`config.mk`:
```
export PLATFORM = sky130hd
export DESIGN_NAME = switch_debouncer
export DESIGN_NICKNAME = d
export VERILOG_FILES = /design/src/rtl/switch_debouncer_pkg.sv /design/src/rtl/switch_debouncer_debounce_bit.sv /design/src/rtl/switch_debouncer.sv
export SDC_FILE = /design/constraint.sdc
export NUM_CORES = 1
export LEC_CHECK = 0
export ABC_AREA = 1
export CELL_PAD_IN_SITES_DETAIL_PLACEMENT = 2
export CELL_PAD_IN_SITES_GLOBAL_PLACEMENT = 2
export CORE_MARGIN = 3
export CORE_UTILIZATION = 38
export CTS_BUF_LIST = sky130_fd_sc_hd__clkbuf_2
export CTS_CLUSTER_DIAMETER = 60
export DETAILED_ROUTE_END_ITERATION = 8
export PLACE_DENSITY = 0.83
export SETUP_SLACK_MARGIN = 0.3
export SYNTH_ARGS = -nofsm -noshare
export SYNTH_HDL_FRONTEND = slang
export SYNTH_SLANG_ARGS = --single-unit
```
`constraint.sdc`:
```
create_clock -name boardCLK -period 2.1 [get_ports boardCLK]
set_input_delay 0.525 -clock boardCLK [delete_from_list [all_inputs] [get_ports boardCLK]]
set_output_delay 0.525 -clock boardCLK [all_outputs]
set_load 0.01 [all_outputs]
```
`src/rtl/switch_debouncer_pkg.sv`:
```
// Shared constants and types for the switch debouncer.
// The default widths and debounce interval live here so every instantiation
// of the debouncer starts from the same board-level numbers.
package switch_debouncer_pkg;

  // Number of board switches conditioned by default.
  localparam int unsigned SWITCH_COUNT_DEF    = 8;
  // Consecutive stable cycles before a new level is accepted (250000 = 5 ms at 50 MHz).
  localparam int unsigned DEBOUNCE_CYCLES_DEF = 250000;
  // Per-bit counter width; must cover DEBOUNCE_CYCLES_DEF.
  localparam int unsigned CNT_WIDTH_DEF       = 20;

  // What a single bit does on the coming edge.
  typedef enum logic [1:0] {
    ACT_HOLD   = 2'd0,  // synchronized input agrees with accepted level
    ACT_COUNT  = 2'd1,  // input differs, still counting stable cycles
    ACT_ACCEPT = 2'd2   // input differed long enough, take it
  } bit_act_e;

endpackage

```
`src/rtl/switch_debouncer_debounce_bit.sv`:
```
// One switch channel: two-flop synchronizer, saturating stability counter,
// accepted level and registered rise/fall pulses. change_o is the
// combinational "accepting on this edge" indication, registered by the top.
module debounce_bit
  import switch_debouncer_pkg::*;
#(
  parameter int unsigned DEBOUNCE_CYCLES = DEBOUNCE_CYCLES_DEF,
  parameter int unsigned CNT_WIDTH       = CNT_WIDTH_DEF
) (
  input  logic clk,
  input  logic rst,
  input  logic raw_i,
  output logic level_o,
  output logic rise_o,
  output logic fall_o,
  output logic change_o,
  output logic [1:0] act_o
);

  // Last count value before acceptance; the counter never goes past it.
  localparam logic [CNT_WIDTH-1:0] CNT_LAST = CNT_WIDTH'(DEBOUNCE_CYCLES - 1);

  logic                 sync1_q, sync1_d;
  logic                 sync2_q, sync2_d;
  logic [CNT_WIDTH-1:0] cnt_q,   cnt_d;
  logic                 level_q, level_d;
  logic                 rise_q,  rise_d;
  logic                 fall_q,  fall_d;
  bit_act_e             act;

  // Decide the per-bit action and compute all next-state values.
  always_comb begin
    act     = ACT_HOLD;
    sync1_d = raw_i;
    sync2_d = sync1_q;
    cnt_d   = '0;
    level_d = level_q;
    rise_d  = 1'b0;
    fall_d  = 1'b0;

    if (sync2_q != level_q) begin
      if (cnt_q >= CNT_LAST) act = ACT_ACCEPT;
      else                   act = ACT_COUNT;
    end

    unique case (act)
      ACT_COUNT: begin
        cnt_d = cnt_q + 1'b1;
      end
      ACT_ACCEPT: begin
        level_d = sync2_q;
        rise_d  = sync2_q;
        fall_d  = ~sync2_q;
      end
      default: begin
        cnt_d = '0;
      end
    endcase
  end

  // State register; reset clears synchronizer, count, level and pulses.
  always_ff @(posedge clk) begin
    if (rst) begin
      sync1_q <= 1'b0;
      sync2_q <= 1'b0;
      cnt_q   <= '0;
      level_q <= 1'b0;
      rise_q  <= 1'b0;
      fall_q  <= 1'b0;
    end else begin
      sync1_q <= sync1_d;
      sync2_q <= sync2_d;
      cnt_q   <= cnt_d;
      level_q <= level_d;
      rise_q  <= rise_d;
      fall_q  <= fall_d;
    end
  end

  assign level_o  = level_q;
  assign rise_o   = rise_q;
  assign fall_o   = fall_q;
  assign change_o = (act == ACT_ACCEPT);
  assign act_o    = act;

endmodule

```
`src/rtl/switch_debouncer.sv`:
```
// Debounces SWITCH_COUNT board switches independently and produces
// registered per-bit edge pulses plus a single "anything changed" pulse
// aligned with them.
module switch_debouncer
  import switch_debouncer_pkg::*;
#(
  parameter int unsigned SWITCH_COUNT    = SWITCH_COUNT_DEF,
  parameter int unsigned DEBOUNCE_CYCLES = DEBOUNCE_CYCLES_DEF,
  parameter int unsigned CNT_WIDTH       = CNT_WIDTH_DEF
) (
  input  logic                    boardCLK,
  input  logic                    reset,
  input  logic [SWITCH_COUNT-1:0] switchesRaw,
  output logic [SWITCH_COUNT-1:0] switches,
  output logic [SWITCH_COUNT-1:0] switchRise,
  output logic [SWITCH_COUNT-1:0] switchFall,
  output logic                    switchesChanged
);

  logic [SWITCH_COUNT-1:0] level_w;
  logic [SWITCH_COUNT-1:0] rise_w;
  logic [SWITCH_COUNT-1:0] fall_w;
  logic [SWITCH_COUNT-1:0] change_w;
  logic [1:0]              act_w [SWITCH_COUNT];
  logic                    chg_q, chg_d;

  for (genvar i = 0; i < SWITCH_COUNT; i++) begin : g_bit
    debounce_bit #(
      .DEBOUNCE_CYCLES (DEBOUNCE_CYCLES),
      .CNT_WIDTH       (CNT_WIDTH)
    ) u_bit (
      .clk      (boardCLK),
      .rst      (reset),
      .raw_i    (switchesRaw[i]),
      .level_o  (level_w[i]),
      .rise_o   (rise_w[i]),
      .fall_o   (fall_w[i]),
      .change_o (change_w[i]),
      .act_o    (act_w[i])
    );
  end

  // Any bit accepting on this edge yields one aggregate pulse next cycle.
  always_comb begin
    chg_d = 1'b0;
    chg_d = |change_w;
  end

  // Aggregate change pulse register, aligned with per-bit rise/fall.
  always_ff @(posedge boardCLK) begin
    if (reset) chg_q <= 1'b0;
    else       chg_q <= chg_d;
  end

  assign switches        = level_w;
  assign switchRise      = rise_w;
  assign switchFall      = fall_w;
  assign switchesChanged = chg_q;

endmodule
```
* Word level (Yosys, flattened, before mapping) *
Index checks and enable logic that the tools add are counted.

word-level totals
  register bits after elaboration = 201
  input port bits = 10
  output and inout port bits = 25

operators by class
  $add $sub $neg = 8
  $lt $le $gt $ge = 8
  equality and inequality tests = 24
  mux-type cells = 16
  bitwise operators = 24
  reductions and logical operators = 17

operators with widths
  operator                 count
  $add A20 B1 Y20 const B  8
  $ge A20 B18 Y1 const B   8
  $mux W2                  16
  $reduce_or A2 Y1         16
  $not A1 Y1               24
  $eq A2 B1 Y1 const B     8
  $eq A2 B2 Y1 const B     8
  $ne A1 B1 Y1             8
  $reduce_or A8 Y1         1

* Depth between registers and ports, before layout *
Gate-level depths: netlist of run 1.

  word-level depth = 6
  depth in mapped cells = 11
  gate-level depth less buffers = 11

* Modules after synthesis *
From an unflattened synthesis of run 1, not the netlist that was laid out.

unflattened totals
  cells, all modules = 1281
  area total of the unflattened synthesis = 9759.4 µm²

modules (own cells, without submodules)
  module            times used  cells an instance  area an instance (µm²)
  debounce_bit      8           159                1213.7
  switch_debouncer  1           9                  50.0

* Worst setup path after synthesis of run 1 *
Ideal clock, no wire load.

  kind = register -> register
  from = reg g_bit[4].u_bit.cnt_q[0]
  to = reg g_bit[4].u_bit.cnt_q[12]
  library setup time = 69 ps
  data arrival time = 1406 ps
  data required time = 2031 ps
  setup slack = 624 ps
  stages on the path, launching flop included = 11
  period minus slack after synthesis = 1476 ps
  cells stage by stage = dfxtp_1 -> ha_1 -> nand2_1 -> inv_1 -> nand2_2 -> nor2_4 -> nand3_2 -> nor2_4 -> nand2_2 -> or2_0 -> a21oi_2

on the way
  longest elaborated chain between the ends = 6

RTL lines
  element                     RTL line                             RTL
  start: declaration          switch_debouncer_debounce_bit.sv:25  logic [CNT_WIDTH-1:0] cnt_q, cnt_d;
  start signal: assignment    switch_debouncer_debounce_bit.sv:73  cnt_q <= cnt_d;
  $ge A20 B18 Y1              switch_debouncer_debounce_bit.sv:42  if (cnt_q >= CNT_LAST) act = ACT_ACCEPT;
  $mux W2                     switch_debouncer_debounce_bit.sv:42
  $mux W2                     switch_debouncer_debounce_bit.sv:41  if (sync2_q != level_q) begin
  $eq A2 B1 Y1                switch_debouncer_debounce_bit.sv:46  unique case (act)
  $not A1 Y1 (no line)        n/a
  $reduce_or A2 Y1 (no line)  n/a

Several ways; a longest one is shown, not always the timed one.
A chain may end at the register's enable or synchronous reset.

* Final worst setup path of run 1 *
  from = reg g_bit[0].u_bit.rise_q
  to = out switchRise[0]

RTL lines
  element                   RTL line                             RTL
  start: declaration        switch_debouncer_debounce_bit.sv:27  logic rise_q, rise_d;
  start signal: assignment  switch_debouncer_debounce_bit.sv:75  rise_q <= rise_d;
  end: declaration          switch_debouncer.sv:15               output logic [SWITCH_COUNT-1:0] switchRise,

No word-level cell between the ends.

==> impl_metrics.tcl, run 1 <==
set metrics [dict create \
    cp-end-kind "primary output" \
    drtIter0Drc 195 \
    pwr-share-clk_pct 40.3 \
    synth-simple-area-share_pct 32.8 \
    ys_seq_area_share_pct 46.4 \
    die_width_um 157 \
    synthArstFlopShare_pct 0 \
    die_area_um2 24700 \
    slowest_delay_ns 0.36 \
    synth_top_family_by_area "simple AND/OR/NAND/NOR gates" \
    p_switching_w 0.00189 \
    fin_nets 1227 \
    grt_pass1_vias 8278 \
    netlist_area_um2 8670 \
    critical-path-top-delay-family "flip-flops" \
    fin_crit_sh_pct 89.3 \
    place.gp.congestion 0.707 \
    route.met3.wl_um 714 \
    status "finished clean" \
    wl_met1_um 10600 \
    postRouteAntennaNets 0 \
    wire_per_inst_um 16.7 \
    routed.top_layer "met4" \
    whs_ns 0.236 \
    num_vias 7473 \
    max-cap-violations 0 \
    wl_met2_um 13400 \
    comb_power_share_pct 2.9 \
    total_power_w 0.00682 \
    fmax_ghz 0.533 \
    slew_viol_final 0 \
    ys_warn_count 0 \
    syn_inst 1095 \
    synth_top_cell_by_area "dfxtp_1" \
    clock_latency_ns 0.87 \
    critPathMaxFanout 1 \
    die_y_um 157 \
    hold_viol 0 \
    irDropWorstVdd_mv 0.340 \
    grt_use_total_pct 20.0 \
    required_ns 1.57 \
    firstDrtPassIters 4 \
    portBuffers 34 \
    rows 54 \
    cts_tree "done" \
    critPathBufInv 1 \
    path_clk_slew_ns 0.14 \
    ys.flop_type "dfxtp_1" \
    wirelength_um 25500 \
    clock_path_buffers 3 \
    rsz0062_at_grt "true" \
    syn_avg_cell_area_um2 7.92 \
    n_fill_cell 2529 \
    p_sw_share_pct 27.7 \
    start_util_pct 39.3 \
    internal_power_w 0.00492 \
    ios 35 \
    hold_buffers 0 \
    synthMuxAreaShare_pct 0 \
    synth-seq-cells 201 \
    yosys.area.top_type_share_pct 46.4 \
    numCtsBuffers 54 \
    utilization_pct 46.9 \
    yosys.area_share.adder_pct 1.15 \
    synthXorXnorAreaFrac_pct 6.76 \
    post-route-min-period_ns 1.88 \
    dp_hpwl_um 15700 \
    antenna_found_initial 1 \
    globalRouteOverflowTotal 0 \
    mostFrequentLayoutCell "nor2_1" \
    seqPwrFrac_pct 56.8 \
    crit_path_cell_trace "buf_6" \
    start_kind "register" \
    power_density_nw_per_um2 658 \
    tns_ns 0 \
    syn2layout_area_growth_pct 19.4 \
    grt_pass1_wl_um 40600 \
    synth_compound_area_share_pct 4.44 \
    clock-sinks 201 \
    via_per_inst 4.89 \
    dp_cells 1400 \
    final_cells 1528 \
    slowest_stage "dfxtp_2" \
    worst-setup-path-type "register to primary output" \
    critical_path_arrival_ns 1.35 \
    final_cell_mix "nor2_1 (189), dfxtp_1 (167), nand2_1 (161)" \
    ys_types 46 \
    clock_skew_ns 0.0678 \
    drive_gt1_share_pct 24.9 \
    p_leak_nw 4.00 \
    worst_hold_path_type "input port to register" \
    drc 0 \
    root_buffer "clkbuf_2" \
    htree_num_levels 2 \
    synth_edf_count 0 \
    synth_area_leaders "dfxtp_1 (46%), nor2_1 (8.4%), nand2_1 (7.2%)" \
    setup_violations 0 \
    core_um2 22100 \
    grt_max_degree 19 \
]
-- state kept, by name, summed over array words and instances, names as in the netlist --
signal / count
g_bit.u_bit.cnt_q: 160
g_bit.u_bit.fall_o: 8
g_bit.u_bit.level_o: 8
g_bit.u_bit.rise_o: 8
g_bit.u_bit.sync1_q: 8
g_bit.u_bit.sync2_q: 8
switchesChanged: 1
-- power groups by stage --
stage	Combinational, W	Clock, W	Sequential (W)
after floorplan	0.0000997	0	0.00395
after global placement	0.000162	0	0.00396
after detailed placement	0.000170	0	0.00396
after CTS	0.000177	0.00282	0.00387
after global routing	0.000218	0.00309	0.00388
final	0.000196	0.00275	0.00387
-- synthesized netlist by cell type (11+ instances only) --
cell type / count
inv_1: 121
nand3_2: 12
o21ai_0: 16
nor3_1: 34
nor3b_1: 15
nor2_2: 27
xnor2_1: 28
nand3_1: 58
nand4_1: 22
xor2_1: 39
dfxtp_1: 201
nor2_1: 195
nand2_2: 11
a21oi_1: 35
buf_4: 24
nand2_1: 167
-- per-layer routing --
layer,track usage [%],up-vias
li1,-,3678
met1,22.7,3643
met2,37.3,90
met3,3.55,62
met4,7.31,0
met5,0,-
-- area by class of cell --
cell class / instances / area [um2] / share of cell area [%]
tap: 280 / 350 / 3.38
clock inverter: 15 / 61.3 / 0.592
inverter: 129 / 492 / 4.75
timing repair inverter: 1 / 6.26 / 0.0604
clock buffer: 79 / 395 / 3.82
timing repair buffer: 78 / 747 / 7.21
sequential: 201 / 4080 / 39.4
antenna: 1 / 2.50 / 0.0242
multi-input combinational: 744 / 4220 / 40.7
-- final timing paths --
check | start | end | slack [ns] | cells after the start
worst max register to register | g_bit[0].u_bit.cnt_q[0] | g_bit[0].u_bit.cnt_q[16] | 0.40 | 10
worst min register to register | g_bit[7].u_bit.sync1_q | g_bit[7].u_bit.sync2_q | 0.42 | 2
worst max-delay path | g_bit[0].u_bit.rise_o | switchRise[0] | 0.22 | 1
worst min-delay path | switchesRaw[1] | g_bit[1].u_bit.sync1_q | 0.24 | 3
-- stage by stage --
stage          setup slack, ns  cell area (um2)
6_report                 0.224            10400
5_1_grt                  0.112            10400
4_1_cts                  0.186             9880
3_5_place_dp             0.102             9330
3_3_place_gp             0.147             9330
2_1_floorplan            0.624             8730
-- logic make-up (layout without fill, tap and decap cells) --
group	Yosys count	count (layout)
and+or+nand+nor	584	584
DFF	201	201
buffers and inverters	165	302
AOI/OAI and AO/OA	69	69
xor gates and xnor gates	67	67
adders and majority gates	8	8
other	1	17
-- timing repair --
action                                  CTS  global route
endpoints found under the setup margin   29            91
endpoints found under the hold margin     0             0
cloned                                    0             1
gates resized for setup                 141            82
setup buffers                            10            22
pin swaps                                 1            25
Power figures use the tool's default switching activity.
==> run 2, diff against run 1 <==
--- a/config.mk
+++ b/config.mk
@@ -14,6 +14,7 @@
 export CTS_CLUSTER_DIAMETER = 60
 export DETAILED_ROUTE_END_ITERATION = 8
 export PLACE_DENSITY = 0.83
+export RECOVER_POWER = 100
 export SETUP_SLACK_MARGIN = 0.3
 export SYNTH_ARGS = -nofsm -noshare
 export SYNTH_HDL_FRONTEND = slang
==> run 2 against run 1 <==
  * Sequential share of layout area rose by 0.55 points
  * Critical path depth did not move
  * Largest cell class unchanged
  * Routed wire length hardly changed
  * Fmax is 4.0% lower
  * Combinational power down 7%
  * Design area fell by 2.5%
  * Worst setup slack got worse by 0.078 ns
  * First-iteration DRC count grew 19%
  * Clock skew is 0.0019 ns higher
  * Clock-buffer cell count did not move
==> impl_metrics.tcl, run 2 (synthesis gave the netlist of run 1 again) <==
set metrics [dict create \
    p_switching_w 0.00188 \
    mostFrequentLayoutCell "nor2_1" \
    final_cells 1528 \
    final_cell_mix "nor2_1 (195), dfxtp_1 (191), nand2_1 (164)" \
    p_sw_share_pct 27.6 \
    fin_ws_ns 0.146 \
    drive_gt1_share_pct 20.4 \
    firstDrtPassIters 4 \
    grt_use_total_pct 20.0 \
    worst_pin_slew_ns 0.553 \
    rows 54 \
    tns_ns 0 \
    pwr-share-clk_pct 40.3 \
    fmax_ghz 0.512 \
    n_fill_cell 2573 \
    critPathBufInv 1 \
    comb_power_share_pct 2.7 \
    met3_usage_pct 3.55 \
    grt_pass1_vias 8278 \
    clock_skew_ns 0.0697 \
    dp_cells 1400 \
    die_area_um2 24700 \
    grt_pass1_wl_um 40600 \
    clock-sinks 201 \
    critPathMaxFanout 2 \
    power_density_nw_per_um2 674 \
    busiest_layer "met2" \
    critical_path_arrival_ns 1.43 \
    dp_hpwl_um 15700 \
    rsz0062_at_grt "true" \
    portBuffers 34 \
    largest_register_ffs 160 \
    numCtsBuffers 54 \
    required_ns 1.57 \
    slowest_stage "dfxtp_1" \
    status "finished clean" \
    dpl_cell_area_um2 9330 \
    met2_usage_pct 37.3 \
    final_area_um2 10100 \
    preCtsSetupSlack_ns 0.102 \
    max-cap-violations 0 \
    regMostFlops "g_bit.u_bit.cnt_q" \
    slowest_delay_ns 0.46 \
    p_leak_nw 3.90 \
    syn2layout_area_growth_pct 16.4 \
    root_buffer "clkbuf_2" \
    setup_violations 0 \
    die_y_um 157 \
    htree_num_levels 2 \
    clock_latency_ns 0.87 \
    seqPwrFrac_pct 57.0 \
    drtIter0Drc 232 \
    wirelength_um 25500 \
    grt_use_met1_pct 22.7 \
    path_clk_slew_ns 0.14 \
    grt_max_degree 19 \
    ios 35 \
    via_per_inst 4.90 \
    start_kind "register" \
    core_um2 22100 \
    crit_path_cell_trace "buf_6" \
    worst_hold_path_type "input port to register" \
    cp-end-kind "primary output" \
    start_util_pct 39.3 \
    clock_path_buffers 3 \
    internal_power_w 0.00492 \
    drc 0 \
    slew-limit-headroom_pct 63.1 \
    antenna_found_initial 1 \
    place.gp.congestion 0.707 \
    worst-setup-path-type "register to primary output" \
    post-route-min-period_ns 1.95 \
    globalRouteOverflowTotal 0 \
    fin_crit_sh_pct 93.1 \
    hold_viol 0 \
    slew_viol_final 0 \
    fin_nets 1227 \
    irDropWorstVdd_mv 0.341 \
    wire_per_inst_um 16.7 \
    whs_ns 0.235 \
    cts_tree "done" \
    critical-path-top-delay-family "flip-flops" \
    num_vias 7480 \
    die_width_um 157 \
    postRouteAntennaNets 0 \
]
## run 2: final cells by class
class | count | area (um2) | area share (%)
timing repair inverter | 1 | 3.75 | 0.0372
sequential | 201 | 4040 | 40.0
inverter | 129 | 492 | 4.87
antenna | 1 | 2.50 | 0.0248
tap | 280 | 350 | 3.47
clock inverter | 15 | 61.3 | 0.607
clock buffer | 79 | 395 | 3.91
multi-input combinational | 744 | 4110 | 40.7
timing repair buffer | 78 | 651 | 6.44
## run 2: through the flow
step / total power (W) / util (%)
floorplan: 0.00405 / -
global placement: 0.00412 / 42.2
detailed placement: 0.00413 / 42.2
CTS: 0.00686 / 44.7
global route: 0.00718 / 45.7
finish: 0.00680 / 45.7
## run 2: routing by layer
layer | vias to the layer above | share of wire, %
met3 | 61 | 2.8
met2 | 91 | 53
li1 | 3682 | -
met5 | - | 0
met4 | 0 | 3.0
met1 | 3646 | 41
## run 2: tightest hold or removal path, cell delays in order
cell and delay, ns:
clkdlybuf4s50_1 0.40, inv_1 0.10, nor2_1 0.05
## run 2: final timing paths
| kind | startpoint | end | slack (ns) | depth (start not counted) |
|---|---|---|---|---|
| min reg2reg | g_bit[7].u_bit.sync1_q | g_bit[7].u_bit.sync2_q | 0.42 | 2 |
| max reg2reg | g_bit[2].u_bit.cnt_q[0] | g_bit[2].u_bit.cnt_q[2] | 0.21 | 11 |
| min | switchesRaw[1] | g_bit[1].u_bit.sync1_q | 0.23 | 3 |
| max | g_bit[0].u_bit.level_o | switches[0] | 0.15 | 1 |
## run 2: what timing repair did
action                                  CTS  global route
gates resized for setup                 141            82
gates cloned                              0             1
setup buffers                            10            22
pin swaps                                 1            25
endpoints found under the setup margin   29            91
hold buffers                              0             0
## run 2: power groups by stage
stage	registers [W]	clock network [W]	logic (W)
2_1_floorplan	0.00395	0	0.0000997
3_3_place_gp	0.00396	0	0.000162
3_5_place_dp	0.00396	0	0.000170
4_1_cts	0.00387	0.00282	0.000177
5_1_grt	0.00388	0.00309	0.000205
6_report	0.00388	0.00274	0.000183
==> run 3, diff against run 2 <==
--- a/config.mk
+++ b/config.mk
@@ -15,6 +15,7 @@
 export DETAILED_ROUTE_END_ITERATION = 8
 export PLACE_DENSITY = 0.83
 export RECOVER_POWER = 100
+export REMOVE_ABC_BUFFERS = 1
 export SETUP_SLACK_MARGIN = 0.3
 export SYNTH_ARGS = -nofsm -noshare
 export SYNTH_HDL_FRONTEND = slang
==> run 3 against run 2 <==
  * Clock power about the same
  * Hold slack worse by 0.0022 ns
  * Combinational power about the same
  * Design area down 0.93%
  * Power up 0.20%
  * Final cell count down 1.1%
  * Fmax up 1.3%
  * Largest power group unchanged
  * Clock skew up 0.0093 ns
==> impl_metrics.tcl, run 3 (synthesis gave the netlist of run 1 again) <==
set metrics [dict create \
    clock-sinks 201 \
    critPathMaxFanout 5 \
    path_clk_slew_ns 0.11 \
    cts_tree "done" \
    setup_violations 0 \
    tns_ns 0 \
    min-delay-start "switchesRaw[7]" \
    wire_per_inst_um 16.6 \
    worst_hold_path_type "input port to register" \
    drc 0 \
    num_vias 7443 \
    via_per_inst 4.93 \
    hold-path-cell-count 3 \
    htree_num_levels 2 \
    syn2layout_area_growth_pct 15.3 \
    firstDrtPassIters 4 \
    grt_use_total_pct 19.6 \
    hold_viol 0 \
    hold_path_end "g_bit[7].u_bit.sync1_q" \
    globalRouteOverflowTotal 0 \
    drive_gt1_share_pct 21.1 \
    worstRegToRegCells 11 \
    portBuffers 34 \
    ios 35 \
    start_util_pct 39.3 \
    grt_pass1_wl_um 39900 \
    grt_max_degree 22 \
    status "finished clean" \
    cp-end-kind "register" \
    rows 54 \
    clock_latency_ns 0.85 \
    dp_hpwl_um 15600 \
    grt_pass1_vias 8258 \
    fin_nets 1218 \
    worstReg2RegStart "g_bit[6].u_bit.cnt_q[0]" \
    clock_skew_ns 0.0790 \
    fmax_ghz 0.519 \
    root_buffer "clkbuf_2" \
    worst-setup-path-type "register to register" \
    die_area_um2 24700 \
    core_um2 22100 \
    die_width_um 157 \
    regMostFlops "g_bit.u_bit.cnt_q" \
    r2r_slack_ns 0.17 \
    required_ns 2.73 \
    critical_path_arrival_ns 2.56 \
    post-route-min-period_ns 1.93 \
    die_y_um 157 \
    fin_ws_ns 0.172 \
    numCtsBuffers 56 \
    mostFrequentLayoutCell "nor2_1" \
    final_cell_mix "nor2_1 (195), dfxtp_1 (175), nand2_1 (158)" \
    power_density_nw_per_um2 681 \
    antenna_found_initial 1 \
    clock_path_buffers 3 \
    max-cap-violations 0 \
    start_kind "register" \
    fin_crit_sh_pct 91.8 \
    drtIter0Drc 207 \
    slew_viol_final 0 \
    postRouteAntennaNets 0 \
    largest_register_ffs 160 \
    preCtsSetupSlack_ns 0.178 \
    rsz0062_at_grt "true" \
    place.gp.congestion 0.732 \
    p_leak_nw 3.88 \
    worst_pin_slew_ns 0.844 \
    slew-limit-headroom_pct 43.8 \
    irDropWorstVdd_mv 0.370 \
    wirelength_um 25100 \
    r2r-end "switchesChanged" \
]
run 3: cell count changes in the layout (fill, tap and decap cells not counted), sizes merged:
cell          delta
buf              -6
bufinv           +1
clkbuf           -8
clkinv           -5
dlymetal6s2s     +1
run 3: metrics by stage:
| stage | util (%) | power [W] | hold WS (ns) | instance area (um2) | instances |
|---|---|---|---|---|---|
| after floorplan | - | 0.00404 | 0.388 | 8490 | 1074 |
| after global placement | 42.2 | 0.00412 | 0.390 | 9330 | 1400 |
| after detailed placement | 42.2 | 0.00413 | 0.402 | 9330 | 1400 |
| after CTS | 44.6 | 0.00692 | 0.141 | 9850 | 1497 |
| after global routing | 45.3 | 0.00723 | 0.146 | 10000 | 1511 |
| final | 45.3 | 0.00682 | 0.233 | 10000 | 1511 |
run 3: routing by layer:
metal | wire length, um | GRT usage (%) | up-vias
met1 | 10700 | 23.0 | 3612
met5 | 0 | 0 | -
met3 | 865 | 4.07 | 57
li1 | - | - | 3659
met2 | 12900 | 35.4 | 115
met4 | 743 | 6.65 | 0
run 3: how the worst max path moves through the flow:
| stage | slack (ns) | from | end | depth (start not counted) |
|---|---|---|---|---|
| 4_1_cts | 0.18 | g_bit[6].u_bit.level_o | switches[6] | 1 |
| 3_5_place_dp | 0.18 | reset | g_bit[6].u_bit.cnt_q[4] | 6 |
| 2_1_floorplan | 0.39 | reset | g_bit[4].u_bit.cnt_q[13] | 4 |
| 6_report | 0.17 | g_bit[6].u_bit.cnt_q[0] | switchesChanged | 11 |
| 3_3_place_gp | 0.23 | reset | g_bit[6].u_bit.cnt_q[16] | 6 |
| 5_1_grt | 0.02 | g_bit[3].u_bit.cnt_q[0] | g_bit[3].u_bit.cnt_q[9] | 9 |
run 3: layout make-up:
| type | instances | area (um2) |
|---|---|---|
| Multi-Input combinational cell | 744 | 4080 |
| Clock inverter | 12 | 71.3 |
| Tap cell | 280 | 350 |
| Antenna cell | 1 | 2.50 |
| Sequential cell | 201 | 4060 |
| Inverter | 129 | 484 |
| Clock buffer | 76 | 380 |
| Fill cell | 2553 | 12100 |
| Timing Repair Buffer | 68 | 573 |
run 3: critical path: stages (launching register included):
cell,delay [ns]
dfxtp_4,0.37
ha_1,0.22
nand3_1,0.20
nand3_1,0.12
nand2_1,0.09
nand2_1,0.08
nand2_2,0.10
nand2_1,0.09
nand2_2,0.14
nand2_2,0.09
nor2_4,0.16
a21oi_2,0.08
run 3: what timing repair did:
action / in CTS / in global routing
setup buffers: 9 / 13
resized for setup: 137 / 64
gates cloned: 0 / 0
endpoints found under the hold margin: 0 / 0
pin swaps: 1 / 15
hold buffers: 0 / 0
endpoints found under the setup margin: 28 / 67
run 3: where the power goes:
part	switching [W]	internal [W]
registers	0.0000225	0.00385
clock network	0.00168	0.00108
logic	0.000115	0.0000708
total	0.00182	0.00500
